## config.mk

```make
export PLATFORM = sky130hd
export DESIGN_NAME = matrix_stream_loader
export DESIGN_NICKNAME = d
export VERILOG_FILES = /design/src/rtl/matrix_stream_loader.sv
export SDC_FILE = /design/constraint.sdc
export NUM_CORES = 1
export LEC_CHECK = 0
export CORE_MARGIN = 2
export CORE_UTILIZATION = 41
export CTS_CLUSTER_SIZE = 14
export DETAILED_ROUTE_END_ITERATION = 12
export PLACE_DENSITY = 0.7
export SKIP_LAST_GASP = 1
export SYNTH_ARGS = -nofsm -noshare
export SYNTH_HDL_FRONTEND = slang
export SYNTH_SLANG_ARGS = --single-unit
```

## constraint.sdc

```tcl
create_clock -name CLK -period 2.3 [get_ports CLK]
set_input_delay 0.345 -clock CLK [delete_from_list [all_inputs] [get_ports CLK]]
set_output_delay 0.345 -clock CLK [all_outputs]
set_load 0.01 [all_outputs]
```

## src/rtl/matrix_stream_loader.sv

```systemverilog
// Assembles a WIDTH x WIDTH matrix of 32-bit elements from a valid/ready stream and
// issues a single data-memory write strobe. Optional MATRIX_TRANSPOSE_EN selects column-major placement.
`ifndef WIDTH_BIT
`define WIDTH_BIT 2
`endif
`ifndef INDEX_BIT
`define INDEX_BIT 4
`endif

module matrix_stream_loader #(
    parameter int WIDTH     = 2 ** `WIDTH_BIT,
    parameter int INDEX_BIT = `INDEX_BIT
) (
    input  logic                                   CLK,
    input  logic                                   RST,
    input  logic                                   in_valid,
    output logic                                   in_ready,
    input  logic [31:0]                            in_data,
    input  logic [INDEX_BIT-1:0]                   in_index,
    input  logic                                   abort,
    output logic                                   write_enable,
    output logic [INDEX_BIT-1:0]                   write,
    output logic [0:WIDTH-1][0:WIDTH-1][31:0]      write_data,
    output logic                                   busy
);

    localparam int CNT_W = 2 * `WIDTH_BIT + 1;
    localparam int IDX_W = (WIDTH > 1) ? $clog2(WIDTH) : 1;
    localparam logic [CNT_W-1:0] LAST = CNT_W'(WIDTH * WIDTH - 1);

    typedef enum logic [1:0] {
        IDLE  = 2'd0,
        FILL  = 2'd1,
        WRITE = 2'd2
    } state_t;

    state_t           state;
    logic [CNT_W-1:0] cnt;
    logic [IDX_W-1:0] row_idx;
    logic [IDX_W-1:0] col_idx;

    always_comb begin
        logic [31:0] k;
        k = 32'(cnt);
`ifdef MATRIX_TRANSPOSE_EN
        row_idx = IDX_W'(k % 32'(WIDTH));
        col_idx = IDX_W'(k / 32'(WIDTH));
`else
        row_idx = IDX_W'(k / 32'(WIDTH));
        col_idx = IDX_W'(k % 32'(WIDTH));
`endif
    end

    // busy/in_ready are registered alongside the state so they track it exactly.
    always_ff @(posedge CLK or negedge RST) begin
        if (!RST) begin
            state        <= IDLE;
            cnt          <= '0;
            write_enable <= 1'b0;
            write        <= '0;
            write_data   <= '0;
            busy         <= 1'b0;
            in_ready     <= 1'b1;
        end else begin
            case (state)
                IDLE: begin
                    if (abort) begin
                        cnt <= '0;
                    end else if (in_valid) begin
                        write_data[0][0] <= in_data;
                        write            <= in_index;
                        cnt              <= CNT_W'(1);
                        busy             <= 1'b1;
                        if (WIDTH * WIDTH == 1) begin
                            state        <= WRITE;
                            write_enable <= 1'b1;
                            in_ready     <= 1'b0;
                        end else begin
                            state <= FILL;
                        end
                    end
                end
                FILL: begin
                    if (abort) begin
                        state <= IDLE;
                        cnt   <= '0;
                        busy  <= 1'b0;
                    end else if (in_valid) begin
                        write_data[row_idx][col_idx] <= in_data;
                        cnt                          <= cnt + 1'b1;
                        if (cnt == LAST) begin
                            state        <= WRITE;
                            write_enable <= 1'b1;
                            in_ready     <= 1'b0;
                        end
                    end
                end
                WRITE: begin
                    state        <= IDLE;
                    cnt          <= '0;
                    write_enable <= 1'b0;
                    in_ready     <= 1'b1;
                    busy         <= 1'b0;
                end
                default: begin
                    state        <= IDLE;
                    cnt          <= '0;
                    write_enable <= 1'b0;
                    in_ready     <= 1'b1;
                    busy         <= 1'b0;
                end
            endcase
        end
    end

endmodule

```

## Word-level counts from Yosys, hierarchy flattened

Cells that the tools add are included.

- Flip-flop bits (word level): 526
- Input bits: 40

- Add/sub/neg operators: 1
- Order comparisons: 4
- Equal/unequal tests: 11
- Multiplexer cells: 33
- Bitwise logic cells: 4
- Reduce and logical (&&, ||, !) cells: 11

Operator list:

| operator | count |
|---|---|
| 2-to-1 mux 512 bit | 2 |
| bitwise mux 512 bit | 1 |
| demux 128 bit (select 2 bit) | 1 |
| 2-to-1 mux 128 bit | 1 |
| 2-to-1 mux 32 bit | 3 |
| demux 32 bit (select 2 bit) | 1 |
| case mux 32 bit (2 select lines) | 1 |
| 2-to-1 mux 5 bit | 4 |
| inequality test 2 bit, second input constant | 6 |
| 2-to-1 mux 2 bit | 5 |
| case mux 5 bit (2 select lines) | 1 |
| 2-to-1 mux 1 bit | 9 |
| inequality test 3 bit, second input constant | 3 |
| AND reduction 3 bit | 3 |
| AND reduction 4 bit | 2 |
| >= comparator 3 bit, second input constant | 2 |
| < comparator 3 x 1 -> 1 bit, second input constant | 2 |
| inverter 2 -> 3 bit | 2 |
| case mux 1 bit (2 select lines) | 3 |
| adder 5 x 1 -> 5 bit, second input constant | 1 |
| == test 5 x 4 -> 1 bit, second input constant | 1 |
| AND reduction 5 bit | 1 |
| case mux 2 bit (2 select lines) | 1 |
| == test 2 x 1 -> 1 bit, second input constant | 1 |
| other kinds (5) | 7 |

## Depth between registers and ports, before layout

- Depth after elaboration: 11
- Mapped depth: 6
- Depth with buffers taken out: 6

## Worst setup path before layout

OpenSTA, ideal clock, no wires.

- Path kind: reg2reg
- Start point: reg cnt[0]
- End point: reg write_data[480] in the netlist's numbering
- Arrival: 1816 ps
- Data required time: 2175 ps
- Slack: 359 ps
- Stages on the path, launching flop included: 7
- Path buffers: 1
- Clock period less this slack: 1941 ps
- Cells stage by stage: dfrtp_1 -> inv_1 -> ha_1 -> or3b_1 -> a21oi_2 -> buf_4 -> mux2_2

- Cells in the longest elaborated chain, start to end: 11
- Elaborated cells between the ends (all ways): 12
- Those cells by class: order compare (2); mux (8); bitwise (1); reduce/logical (1)

Ends and longest elaborated chain:

| what | RTL line | RTL |
|---|---|---|
| start, declared | 38 | `logic [CNT_W-1:0] cnt;` |
| start signal, assigned | 90 | `cnt <= cnt + 1'b1;` |
| inverter 2 -> 3 bit (not written as such) * | 89 | `write_data[row_idx][col_idx] <= in_data;` |
| >= comparator 3 bit (not written as such) or < comparator 3 x 1 -> 1 bit (tied branches) | 89 |  |
| logical AND 1 bit (not written as such) | 89 |  |
| 2-to-1 mux 32 bit (not written as such) | 89 |  |
| demux 32 bit (select 2 bit) * | 89 |  |
| 2-to-1 mux 128 bit (not written as such) * | 89 |  |
| demux 128 bit (select 2 bit) * | 89 |  |
| bitwise mux 512 bit * | 89 |  |
| 2-to-1 mux 512 bit * | 88 | `end else if (in_valid) begin` |
| 2-to-1 mux 512 bit * | 84 | `if (abort) begin` |
| case mux 32 bit (2 select lines) * | 65 | `case (state)` |
| end signal, assigned by index | 89 |  |
| end, declared | 23 | `output logic [0:WIDTH-1][0:WIDTH-1][31:0] write_data,` |

Mark *: on every way between the ends. The rest lies on a longest branch, timed or not. The select of a mux whose other input is x is not followed.
A chain may end at the register's enable or synchronous reset.

## Worst setup path after layout

- Start point: reg cnt[0]
- End point: reg write_data[501] in the netlist's numbering

The elaborated chain is that of the path after synthesis.

==> flow_summary_export.csv <==
group,metric,value,unit
logic_synthesis,synth_top_family_by_area,"multiplexers",
power_and_ir_drop,p_per_area,717.6,nW/um^2
timing,maxSlewHeadroom,0.4763,
global_routing,track_usage,0.2353,
worst_setup_path,arrival,2650,ps
placed_design,dpl.hpwl,41800,um
cts,cts-htree-levels,2,
route,vias,12570,
power_and_ir_drop,switching_share,0.2272,
timing,fmax,0.4595,GHz
worst_setup_path,path_cells,"inv_1, ha_1, or3b_1, a21oi_4, buf_4, mux2_2",
timing,setup_tns,0,ps
cts,cts_tree,"done",
global_routing,antenna_found_initial,0,
logic_synthesis,netlist.top_cell.by_area,"dfrtp_1",
finish,antenna_cells,0,
finish,syn_to_final_growth,43.12,%
logic_synthesis,seq_area_frac_synth,0.6604,
worst_setup_path,crit_slowest_cell,"dfrtp_1",
timing,drv_slew,0,
logic_synthesis,synth_area_per_cell,16.60,um^2
logic_synthesis,synth_most_common_cell,"dfrtp_1",
floorplan,die-area,50400,um^2
global_routing,grt_pass1_wl,88240,um
global_routing,grt_max_degree,73,
power_and_ir_drop,power_leakage,0.01363,uW
power_and_ir_drop,combPwrFrac,0.091,
floorplan,start_util,0.4166,
worst_setup_path,critPathKind,"reg -> reg",
logic_synthesis,synth.top_cells.by_count,"dfrtp_1 (525), mux2_2 (446), mux2_1 (70), clkbuf_1 (38), buf_2 (32)",
logic_synthesis,synthCells,1201,
cts,post_cts_buffers,0,
timing,worstMarginPinSlew,783.0,ps
route,finalWirelength,59470,um
route,drt_iter0_drc,437,
timing,finalCritPeriodShare,0.9463,
power_and_ir_drop,peakVddDrop,0.6104,mV
finish,final_area,28530,um^2
logic_synthesis,synth_fa_ha_area_frac,0.003138,
power_and_ir_drop,seqPwrFrac,0.478,
power_and_ir_drop,intPower,15820,uW
finish,finalNetCount,1847,
floorplan,die_h,224.5,um
worst_setup_path,max_stage_delay,450,ps
logic_synthesis,yosysWarnings,0,
floorplan,core.rowCount,80,
logic_synthesis,synth_edf_count,0,
floorplan,core,47850,um^2
min_path,hold_class,"in -> async",
global_routing,grt_pass1_vias,13290,
global_routing,grt_remaining_overflow,0,
timing,hold_viol,0,
logic_synthesis,synth_area_leaders,"dfrtp_1 (66%), mux2_2 (25%), mux2_1 (4.0%), buf_2 (0.80%), clkbuf_1 (0.72%)",
route,vias_per_cell,5.113,
logic_synthesis,synth_mux_area_frac,0.2915,
cts,clk_latency,590,ps
placed_design,gp_congestion,0.7919,
placed_design,placedInstanceArea,26700,um^2
logic_synthesis,synth_top_cell_area_share,0.6591,
placed_design,post-place-cells,2359,
worst_setup_path,end_kind,"flip-flop",
route,wl_per_cell,24.18,um
logic_synthesis,ys.flop_type,"dfrtp_1",
cts,cts_buffers,55,
cts,root_buffer,"clkbuf_16",
route,dr.pass1.iters,4,
floorplan,die_w,224.5,um
run,max_cap_violations,0,
run_status,status,"finished clean",
logic_synthesis,synth-xor-area-share,0,
logic_synthesis,synth_area,19930,um^2
logic_synthesis,ys_types,34,
route,remaining_drc_errors,0,
floorplan,ios,559,
timing,layout_min_cycle_time,2176,ps
worst_setup_path,crit_path_start_kind,"flip-flop",
placed_design,preCtsSetupSlack,-9.972,ps
logic_synthesis,synth-simple-area-share,0.01462,
cts,path_clk_slew,60,ps
finish,drive_above_1_share,0.3427,
logic_synthesis,synth_fp_nets,1246,
cts,clkSinkCount,526,
placed_design,io_buffers,558,
timing,skew,15.50,ps
route,ant_nets,0,
finish,finalNonFillerCells,2459,
logic_synthesis,synth_compound_area_frac,0.003578,
power_and_ir_drop,clkPwrFrac,0.432,
logic_synthesis,ys_async_sr_fraction,1.000,
worst_setup_path,cp.required,2770,ps
timing,rsz0062_at_grt,"no",
power_and_ir_drop,p_switching,4652,uW
logic_synthesis,synth-seq-cells,526,
cts,clk_path_buf_depth,3,
timing,setup_viol,0,
worst_setup_path,crit_fanout,10,
timing,setup_slack,123.5,ps
[worst paths after layout]
kind,start,to,slack [ps],cells after the start
worst min-delay path,RST,write_data[110],260,2
min in group CLK,in_index[1],write[1],370,2
worst min register to register,write_data[335],write_data[335],490,1
max in group asynchronous,RST,write_data[172],1150,4
worst max-delay path,cnt[0],write_data[501],120,6
worst max register to register,cnt[0],write_data[501],120,6
[critical path, delay by kind of cell (launching register included)]
family | cells | cell delay (ps)
compound gates | 1 | 220
buf+inv | 2 | 350
mux | 1 | 350
fa+ha+maj | 1 | 250
simple gates | 1 | 420
flops | 1 | 450
[through the flow]
step | power, uW | hold WS, ps | utilization
2_1_floorplan | 10500 | 49.41 | -
3_3_place_gp | 11780 | 276.6 | 0.5581
3_5_place_dp | 11820 | 278.9 | 0.5581
4_1_cts | 20740 | 242.3 | 0.5963
5_1_grt | 21240 | 256.3 | 0.5963
6_report | 20470 | 259.0 | 0.5963
[power groups by stage]
stage	clock network (uW)	logic [uW]	registers, uW
final	8840	1850	9780
after global routing	9440	1980	9820
after CTS	9080	1890	9780
after detailed placement	0	1880	9950
after global placement	0	1860	9930
after floorplan	0	408	10100
[cells in the final DEF, fill, tap and decap left out, types with 3 or more instances in the layout]
master	instances
a21oi_1	4
and3_2	5
buf_12	25
buf_4	54
bufinv_16	3
clkbuf_1	13
clkbuf_16	57
clkbuf_8	13
clkdlybuf4s50_1	557
clkinv_2	10
dfrtp_1	525
ha_1	5
inv_1	5
mux2_1	70
mux2_2	446
nand2_1	4
nand3_1	5
nand3_2	6
nor2_1	5
nor2b_1	5
o21ai_0	3
[final cells by class]
class | count | area [um^2]
fill | 3770 | 19320
multi-input combinational | 576 | 6254
clock inverter | 16 | 163.9
clock buffer | 83 | 1654
tap | 615 | 769.5
timing repair buffer | 638 | 6506
inverter | 5 | 18.77
sequential | 526 | 13160
[logic make-up after synthesis]
group,count (synthesis)
buffers and inverters,99
AO/OA/AOI/OAI,12
flip-flops,526
multiplexers,516
adder cells (fa/ha/maj),5
AND/OR/NAND/NOR,43
[routing by layer]
layer  part of all wire  wire length (um)  track usage  vias to the layer above
met4              0.044              2637       0.1055                        0
met5                  0                 0            0                        -
li1                   -                 -            -                     5428
met1               0.40             23700       0.2921                     6588
met2               0.49             29040       0.3879                      431
met3              0.069              4095      0.06179                      125
[flip-flops by register name (all words and copies together), names as in the netlist]
register	count
cnt	5
in_ready	1
write	4
busy	1
write_enable	1
write_data	512
state	2
[timing repair]
item,4_1_cts,5_1_grt
resized for setup,0,0
hold endpoints to repair,26,0
hold buffers,1,0
(Power assumes the default switching activity.)
